[config.mk]
export PLATFORM = sky130hd
export DESIGN_NAME = spi_ram_master_flat
export DESIGN_NICKNAME = d
export VERILOG_FILES = /design/src/rtl/spi_ram_pkg.sv /design/src/rtl/spi_ram_master_if.sv /design/src/rtl/spi_ram_master.sv /design/src/flat_wrapper.sv
export SDC_FILE = /design/constraint.sdc
export NUM_CORES = 1
export LEC_CHECK = 0
export ABC_AREA = 1
export CAP_MARGIN = 20
export CORE_UTILIZATION = 45
export CTS_CLUSTER_SIZE = 24
export DETAILED_ROUTE_END_ITERATION = 10
export GPL_ROUTABILITY_DRIVEN = 0
export PLACE_DENSITY = 0.66
export SLEW_MARGIN = 25
export SYNTH_ARGS = -nofsm -noshare
export SYNTH_HDL_FRONTEND = slang
export SYNTH_SLANG_ARGS = --single-unit
[constraint.sdc]
create_clock -name clk -period 3.98 [get_ports clk]
set_clock_uncertainty 0.15 [all_clocks]
set_input_delay 0.796 -clock clk [delete_from_list [all_inputs] [get_ports clk]]
set_output_delay 0.796 -clock clk [all_outputs]
set_load 0.02 [all_outputs]
[src/rtl/spi_ram_pkg.sv]
// Shared definitions for the SPI RAM protocol: command encodings, frame
// geometry and the master state encoding.
package spi_ram_pkg;

    localparam logic [1:0] CMD_WR_ADDR = 2'b00;
    localparam logic [1:0] CMD_WR_DATA = 2'b01;
    localparam logic [1:0] CMD_RD_ADDR = 2'b10;
    localparam logic [1:0] CMD_RD_DATA = 2'b11;

    localparam int FRAME_W = 10;
    localparam int DATA_W  = 8;

    typedef enum logic [2:0] {
        ST_IDLE,
        ST_SEL,
        ST_SHIFT,
        ST_TURN,
        ST_RECV,
        ST_GAP
    } state_t;

    // True for the only command that expects a reply byte on miso.
    function automatic logic is_rd_data(input logic [1:0] cmd);
        return cmd == CMD_RD_DATA;
    endfunction

endpackage

[src/rtl/spi_ram_master_if.sv]
// Host-side request/response bundle of the SPI RAM master.
// master modport: the SPI master itself; slave modport: the host driving it.
interface spi_ram_master_if;
    import spi_ram_pkg::*;

    logic              req_valid;
    logic              req_ready;
    logic [1:0]        req_cmd;
    logic [DATA_W-1:0] req_data;
    logic              rsp_valid;
    logic [DATA_W-1:0] rsp_data;

    modport master (
        input  req_valid, req_cmd, req_data,
        output req_ready, rsp_valid, rsp_data
    );

    modport slave (
        output req_valid, req_cmd, req_data,
        input  req_ready, rsp_valid, rsp_data
    );

endinterface

[src/rtl/spi_ram_master.sv]
// SPI master for the 4-command SPI RAM protocol. One bit per clk cycle,
// frames of {cmd[1:0], data[7:0]} sent MSB first after a one-cycle select
// bit; read-data frames then turn around and capture 8 bits from miso.
// Optional build macro SPI_RAM_MASTER_AUTO_READ_EN: a read-address request
// is followed automatically by a read-data frame and one response.
module spi_ram_master
    import spi_ram_pkg::*;
#(
    parameter int TURNAROUND = 2,
    parameter int GAP_CYCLES = 1
) (
    input  logic                 clk,
    input  logic                 rst_n,
    spi_ram_master_if.master     req_if,
    output logic                 busy,
    output logic                 ss_n,
    output logic                 mosi,
    input  logic                 miso
);

    localparam logic [3:0] TURN_INIT = 4'(TURNAROUND);
    localparam logic [3:0] GAP_INIT  = 4'(GAP_CYCLES - 1);

    state_t               state_q,    state_d;
    logic [FRAME_W-1:0]   frame_q,    frame_d;
    logic [3:0]           bit_cnt_q,  bit_cnt_d;
    logic [3:0]           turn_cnt_q, turn_cnt_d;
    logic [2:0]           rx_cnt_q,   rx_cnt_d;
    logic [DATA_W-1:0]    rx_sr_q,    rx_sr_d;
    logic [3:0]           gap_cnt_q,  gap_cnt_d;
    logic                 ss_n_q,     ss_n_d;
    logic                 mosi_q,     mosi_d;
    logic                 ready_q,    ready_d;
    logic                 busy_q,     busy_d;
    logic                 rsp_vld_q,  rsp_vld_d;
    logic [DATA_W-1:0]    rsp_data_q, rsp_data_d;
`ifdef SPI_RAM_MASTER_AUTO_READ_EN
    logic                 auto_q,     auto_d;
`endif

    assign req_if.req_ready = ready_q;
    assign req_if.rsp_valid = rsp_vld_q;
    assign req_if.rsp_data  = rsp_data_q;
    assign busy             = busy_q;
    assign ss_n             = ss_n_q;
    assign mosi             = mosi_q;

    // Next-state and registered-output logic for the frame sequencer.
    always_comb begin
        state_d    = state_q;
        frame_d    = frame_q;
        bit_cnt_d  = bit_cnt_q;
        turn_cnt_d = turn_cnt_q;
        rx_cnt_d   = rx_cnt_q;
        rx_sr_d    = rx_sr_q;
        gap_cnt_d  = gap_cnt_q;
        ss_n_d     = ss_n_q;
        mosi_d     = mosi_q;
        rsp_vld_d  = 1'b0;
        rsp_data_d = rsp_data_q;
`ifdef SPI_RAM_MASTER_AUTO_READ_EN
        auto_d     = auto_q;
`endif

        case (state_q)
            ST_IDLE: begin
                if (req_if.req_valid && ready_q) begin
                    frame_d   = {req_if.req_cmd, req_if.req_data};
                    ss_n_d    = 1'b0;
                    mosi_d    = req_if.req_cmd[1];
                    bit_cnt_d = 4'd9;
                    state_d   = ST_SEL;
`ifdef SPI_RAM_MASTER_AUTO_READ_EN
                    auto_d    = (req_if.req_cmd == CMD_RD_ADDR);
`endif
                end
            end

            ST_SEL: begin
                mosi_d  = frame_q[bit_cnt_q];
                state_d = ST_SHIFT;
            end

            ST_SHIFT: begin
                // bit_cnt_q is the index of the bit currently on mosi.
                if (bit_cnt_q == 4'd0) begin
                    ss_n_d    = 1'b1;
                    mosi_d    = 1'b0;
                    gap_cnt_d = GAP_INIT;
                    state_d   = ST_GAP;
                end else begin
                    bit_cnt_d = bit_cnt_q - 4'd1;
                    mosi_d    = frame_q[bit_cnt_d];
                    // Leave while bit 0 goes out so that with no turnaround
                    // the first miso sample lands on the following edge.
                    if (bit_cnt_q == 4'd1 && is_rd_data(frame_q[9:8])) begin
                        rx_cnt_d = 3'd0;
                        if (TURNAROUND == 0) begin
                            state_d = ST_RECV;
                        end else begin
                            turn_cnt_d = TURN_INIT;
                            state_d    = ST_TURN;
                        end
                    end
                end
            end

            ST_TURN: begin
                mosi_d     = 1'b0;
                turn_cnt_d = turn_cnt_q - 4'd1;
                if (turn_cnt_q == 4'd1) begin
                    state_d = ST_RECV;
                end
            end

            ST_RECV: begin
                mosi_d   = 1'b0;
                rx_sr_d  = {rx_sr_q[DATA_W-2:0], miso};
                rx_cnt_d = rx_cnt_q + 3'd1;
                if (rx_cnt_q == 3'd7) begin
                    rsp_data_d = rx_sr_d;
                    rsp_vld_d  = 1'b1;
                    ss_n_d     = 1'b1;
                    gap_cnt_d  = GAP_INIT;
                    state_d    = ST_GAP;
                end
            end

            ST_GAP: begin
                if (gap_cnt_q == 4'd0) begin
`ifdef SPI_RAM_MASTER_AUTO_READ_EN
                    if (auto_q) begin
                        // Chain the read-data frame using the same payload.
                        auto_d       = 1'b0;
                        frame_d[9:8] = CMD_RD_DATA;
                        ss_n_d       = 1'b0;
                        mosi_d       = CMD_RD_DATA[1];
                        bit_cnt_d    = 4'd9;
                        state_d      = ST_SEL;
                    end else begin
                        state_d = ST_IDLE;
                    end
`else
                    state_d = ST_IDLE;
`endif
                end else begin
                    gap_cnt_d = gap_cnt_q - 4'd1;
                end
            end

            default: begin
                state_d = ST_IDLE;
            end
        endcase

        ready_d = (state_d == ST_IDLE);
        busy_d  = (state_d != ST_IDLE);
    end

    // State and output registers; reset drops ss_n and discards the frame.
    always_ff @(posedge clk or negedge rst_n) begin
        if (!rst_n) begin
            state_q    <= ST_IDLE;
            frame_q    <= '0;
            bit_cnt_q  <= '0;
            turn_cnt_q <= '0;
            rx_cnt_q   <= '0;
            rx_sr_q    <= '0;
            gap_cnt_q  <= '0;
            ss_n_q     <= 1'b1;
            mosi_q     <= 1'b0;
            ready_q    <= 1'b0;
            busy_q     <= 1'b0;
            rsp_vld_q  <= 1'b0;
            rsp_data_q <= '0;
`ifdef SPI_RAM_MASTER_AUTO_READ_EN
            auto_q     <= 1'b0;
`endif
        end else begin
            state_q    <= state_d;
            frame_q    <= frame_d;
            bit_cnt_q  <= bit_cnt_d;
            turn_cnt_q <= turn_cnt_d;
            rx_cnt_q   <= rx_cnt_d;
            rx_sr_q    <= rx_sr_d;
            gap_cnt_q  <= gap_cnt_d;
            ss_n_q     <= ss_n_d;
            mosi_q     <= mosi_d;
            ready_q    <= ready_d;
            busy_q     <= busy_d;
            rsp_vld_q  <= rsp_vld_d;
            rsp_data_q <= rsp_data_d;
`ifdef SPI_RAM_MASTER_AUTO_READ_EN
            auto_q     <= auto_d;
`endif
        end
    end

endmodule

[src/flat_wrapper.sv]
// flat-port wrapper written by rule: the top's interface ports become plain ports
module spi_ram_master_flat import spi_ram_pkg::*;
#(
    parameter int TURNAROUND = 2,
    parameter int GAP_CYCLES = 1
)
  (clk, rst_n, busy, ss_n, mosi, miso, req_if_req_valid, req_if_req_cmd, req_if_req_data, req_if_req_ready, req_if_rsp_valid, req_if_rsp_data);
  spi_ram_master_if req_if_i ();
  input  logic clk;
  input  logic rst_n;
  output logic busy;
  output logic ss_n;
  output logic mosi;
  input  logic miso;
  input wire logic [$bits(req_if_i.req_valid)-1:0] req_if_req_valid;
  input wire logic [$bits(req_if_i.req_cmd)-1:0] req_if_req_cmd;
  input wire logic [$bits(req_if_i.req_data)-1:0] req_if_req_data;
  output wire logic [$bits(req_if_i.req_ready)-1:0] req_if_req_ready;
  output wire logic [$bits(req_if_i.rsp_valid)-1:0] req_if_rsp_valid;
  output wire logic [$bits(req_if_i.rsp_data)-1:0] req_if_rsp_data;
  assign req_if_i.req_valid = req_if_req_valid;
  assign req_if_i.req_cmd = req_if_req_cmd;
  assign req_if_i.req_data = req_if_req_data;
  assign req_if_req_ready = req_if_i.req_ready;
  assign req_if_rsp_valid = req_if_i.rsp_valid;
  assign req_if_rsp_data = req_if_i.rsp_data;
  spi_ram_master #(.TURNAROUND(TURNAROUND), .GAP_CYCLES(GAP_CYCLES)) u_core (.clk(clk), .rst_n(rst_n), .req_if(req_if_i), .busy(busy), .ss_n(ss_n), .mosi(mosi), .miso(miso));
endmodule
==> results.json <==
{
  "run_status": "finished clean",
  "remaining_drc_errors": 0,
  "layout_setup_ws_ps": 1610,
  "cp.required_ps": 3030,
  "synth_nets": 313,
  "grt_max_degree": 49,
  "die-height_um": 75.0,
  "layout.cells.non_filler": 389,
  "clk-insertion-delay-late_ps": 300,
  "pre_cts_slack_ps": 1590,
  "antenna_cells": 0,
  "power_density_mw_per_mm2": 763,
  "route.vias.total": 1937,
  "drt_first_iter_violations": 98,
  "ant_nets": 0,
  "dominant_cell_type_by_area_after_synthesis": "sky130_fd_sc_hd__dfrtp_1",
  "power_leakage_nw": 1.45,
  "yosys.area_share.xor_xnor_pct": 1.10,
  "slew_headroom_pct": 58.1,
  "pwr-share-seq_pct": 37.7,
  "rsz0062_at_grt": "false",
  "totalPowerFinal_mw": 2.18,
  "io_buffer_count": 26,
  "grt.total_usage_pct": 18.8,
  "synth.yosys.seq_area_share_pct": 50.2,
  "setup_tns_ps": 0,
  "first_global_vias": 1760,
  "ys_types": 32,
  "ctsResizeCount": 0,
  "number_of_max_slew_violations_in_the_final_report": 0,
  "final_hold_viol_count": 0,
  "starting_density_pct": 46.9,
  "placement.cell_area_mm2": 0.00272,
  "antenna_found_initial": 0,
  "cts-root-buf": "sky130_fd_sc_hd__clkbuf_8",
  "synth.area.mux_share_pct": 0,
  "top_level_ports": 27,
  "tritoncts": "built",
  "die_w_um": 75.0,
  "synth.cell_area_mm2": 0.00240,
  "internal_power_mw": 1.27,
  "routed_length_per_placed_instance_um": 12.5,
  "critical_path.max_stage_delay_ps": 590,
  "detailed_place_hpwl_um": 3370,
  "cts.sink_count": 48,
  "max_clock_freq_ghz": 0.421,
  "design.die.area_mm2": 0.00562,
  "final_period_minus_worst_setup_slack_ps": 2370,
  "critPathArrivalTime_ps": 1430,
  "setup_viol": 0,
  "cts_max_path_buffers": 2,
  "global_route.overflow_total": 0,
  "cts_inserted_buffers": 5,
  "yosys.area_share.adder_pct": 4.70,
  "drive_gt1_share_pct": 8.46,
  "cts_setup_buffers": 0,
  "drt-pass1-iter-count": 5,
  "share_of_the_synthesized_area_in_the_top_cell_type_pct": 49.1,
  "irDropWorstVdd_mv": 0.411,
  "clock_power_share_pct": 19.6,
  "end_kind": "output pin",
  "synthSimpleGateAreaFrac_pct": 28.1,
  "path_cells": "clkdlybuf4s50_1",
  "synth_compound_gate_area_share_pct": 9.30,
  "synthTopCellsByArea": "sky130_fd_sc_hd__dfrtp_1 (49%), sky130_fd_sc_hd__nand2_1 (16%), sky130_fd_sc_hd__o21ai_0 (5.4%)",
  "cpMaxStageDelayCell": "sky130_fd_sc_hd__clkdlybuf4s50_1",
  "syn_inst": 290,
  "critPathLaunchType": "flip-flop",
  "pwr-share-comb_pct": 42.8,
  "synth-warning-count": 0,
  "crit_family": "buffers and inverters",
  "first_pass_grt_wire_length_um": 7960,
  "final_instance_area_mm2": 0.00286,
  "swShare_pct": 41.8,
  "dp.cells": 381,
  "area_delta_synth_final_pct": 19.4,
  "post-route-period-util_pct": 59.6,
  "max_cap_viol_count": 0,
  "synth_top_family_by_area": "simple AND/OR/NAND/NOR gates",
  "syn_area_per_cell_um2": 8.26,
  "type_of_the_worst_min_delay_path": "reg -> reg",
  "tightestPinTransition_ps": 628,
  "worst-path-buf-inv": 1,
  "drt_wl_total_um": 4850,
  "number_of_rows_created_at_floorplan": 26,
  "cts.clk_slew.worst_paths_ps": 90,
  "critPathKind": "reg -> out",
  "fin_nets": 341,
  "std_cell_core_area_mm2": 0.00511,
  "post_drt_via_cell_ratio": 4.98,
  "h-tree-depth": 2,
  "flip_flop_and_latch_count_after_synthesis": 48,
  "critical_path.max_fanout": 2,
  "hold_buffer_count_at_cts": 0,
  "p_switching_mw": 0.913
}
-- final cells by class --
| cell class | instances | area, um^2 |
|---|---|---|
| fillers | 485 | 2250 |
| clock inverters | 3 | 68.8 |
| clock buffers | 5 | 68.8 |
| well taps | 70 | 87.6 |
| multi-input cells | 201 | 1030 |
| inverters | 35 | 134 |
| flip-flops and latches | 48 | 1200 |
| repair buffers | 27 | 265 |
-- per-layer routing --
layer	vias to the layer above	GRT usage, %	routed length, um
met5	-	0	0
met4	0	5.66	48
met3	6	3.61	148
met2	32	29.9	2250
met1	923	26.0	2400
li1	976	-	-
-- stage by stage --
stage	hold WS, ps	utilization (%)
2_1_floorplan	292	-
3_3_place_gp	311	53.3
3_5_place_dp	318	53.3
4_1_cts	334	56.0
5_1_grt	349	56.0
6_report	335	56.0
-- flip-flops by register name, summed over array words and instances, names as in the netlist --
register / count
u_core.frame_q: 10
u_core.req_if.rsp_data: 8
u_core.rx_sr_q: 7
u_core.bit_cnt_q: 4
u_core.gap_cnt_q: 4
u_core.turn_cnt_q: 4
u_core.rx_cnt_q: 3
u_core.state_q: 3
u_core.busy: 1
u_core.mosi: 1
u_core.req_if.req_ready: 1
u_core.req_if.rsp_valid: 1
u_core.ss_n: 1
-- power by group through the flow --
stage               sequential (mW)  clock, mW  combinational [mW]
floorplan                     0.808          0               0.698
global placement              0.829          0               0.900
detailed placement            0.832          0               0.936
CTS                           0.824      0.435               0.941
global route                  0.849      0.455                1.07
finish                        0.823      0.427               0.933
-- cells by family after synthesis --
family          after synthesis
simple gates                149
flops                        48
buf+inv                      41
compound gates               40
fa+ha+maj                     9
xor+xnor                      3
-- worst paths after layout --
path / endpoint / startpoint / cells after the start / slack, ps
min in group asynchronous: u_core.bit_cnt_q[3] / rst_n / 1 / 350
hold / removal: u_core.ss_n / u_core.ss_n / 2 / 330
setup / recovery: ss_n / u_core.ss_n / 1 / 1610
max in group asynchronous: u_core.state_q[2] / rst_n / 1 / 2910
setup reg to reg: u_core.busy / u_core.bit_cnt_q[0] / 8 / 1720
hold reg to reg: u_core.ss_n / u_core.ss_n / 2 / 330
-- placed cells by master, fill, tap and decap left out --
master,synthesis,routed
sky130_fd_sc_hd__nand2_1,102,102
sky130_fd_sc_hd__dfrtp_1,47,47
sky130_fd_sc_hd__inv_1,31,31
sky130_fd_sc_hd__o21ai_0,26,26
sky130_fd_sc_hd__clkdlybuf4s50_1,0,25
sky130_fd_sc_hd__nand3_1,22,22
sky130_fd_sc_hd__nor2_1,9,9
sky130_fd_sc_hd__ha_1,9,9
sky130_fd_sc_hd__a21oi_1,5,5
sky130_fd_sc_hd__clkbuf_8,0,5
sky130_fd_sc_hd__nor2_2,4,4
sky130_fd_sc_hd__o22ai_1,4,4
sky130_fd_sc_hd__inv_2,3,3
sky130_fd_sc_hd__nor3_1,3,3
sky130_fd_sc_hd__a22o_1,2,2
sky130_fd_sc_hd__xnor2_1,2,2
sky130_fd_sc_hd__bufinv_16,0,2
sky130_fd_sc_hd__buf_4,0,2
sky130_fd_sc_hd__nand2_4,1,1
sky130_fd_sc_hd__inv_4,1,1
sky130_fd_sc_hd__nand3_2,1,1
sky130_fd_sc_hd__nand2_8,1,1
sky130_fd_sc_hd__nor4_4,1,1
sky130_fd_sc_hd__nor3b_2,1,1
sky130_fd_sc_hd__nand4_1,1,1
sky130_fd_sc_hd__nand2_2,1,1
sky130_fd_sc_hd__o21ai_2,1,1
sky130_fd_sc_hd__nor2_4,1,1
sky130_fd_sc_hd__xor2_1,1,1
sky130_fd_sc_hd__nand3b_1,1,1
sky130_fd_sc_hd__o2111ai_1,1,1
sky130_fd_sc_hd__a22oi_1,1,1
sky130_fd_sc_hd__inv_6,0,1
sky130_fd_sc_hd__dfstp_2,1,1
-- Yosys cell counts (all sizes together) --
| library cell | count |
|---|---|
| a22oi | 1 |
| nand4 | 1 |
| a21oi | 5 |
| ha | 9 |
| nand2 | 105 |
| nand3 | 23 |
| dfstp | 1 |
| o2111ai | 1 |
| xor2 | 1 |
| nor3b | 1 |
| nor3 | 3 |
| buf | 3 |
| nand3b | 1 |
| dfrtp | 47 |
| clkbuf | 3 |
| nor2 | 14 |
| o22ai | 4 |
| xnor2 | 2 |
| o21ai | 27 |
| nor4 | 1 |
| inv | 35 |
| a22o | 2 |
-- worst register-to-register path: cells and delay by family (launching register included) --
kind	cells	cell delay (ps)
flip-flops	1	570
AO/OA/AOI/OAI	1	120
buffers and inverters	2	380
adder cells (fa/ha/maj)	1	310
AND/OR/NAND/NOR	4	630
No activity file was read; power rests on OpenSTA's default activity.
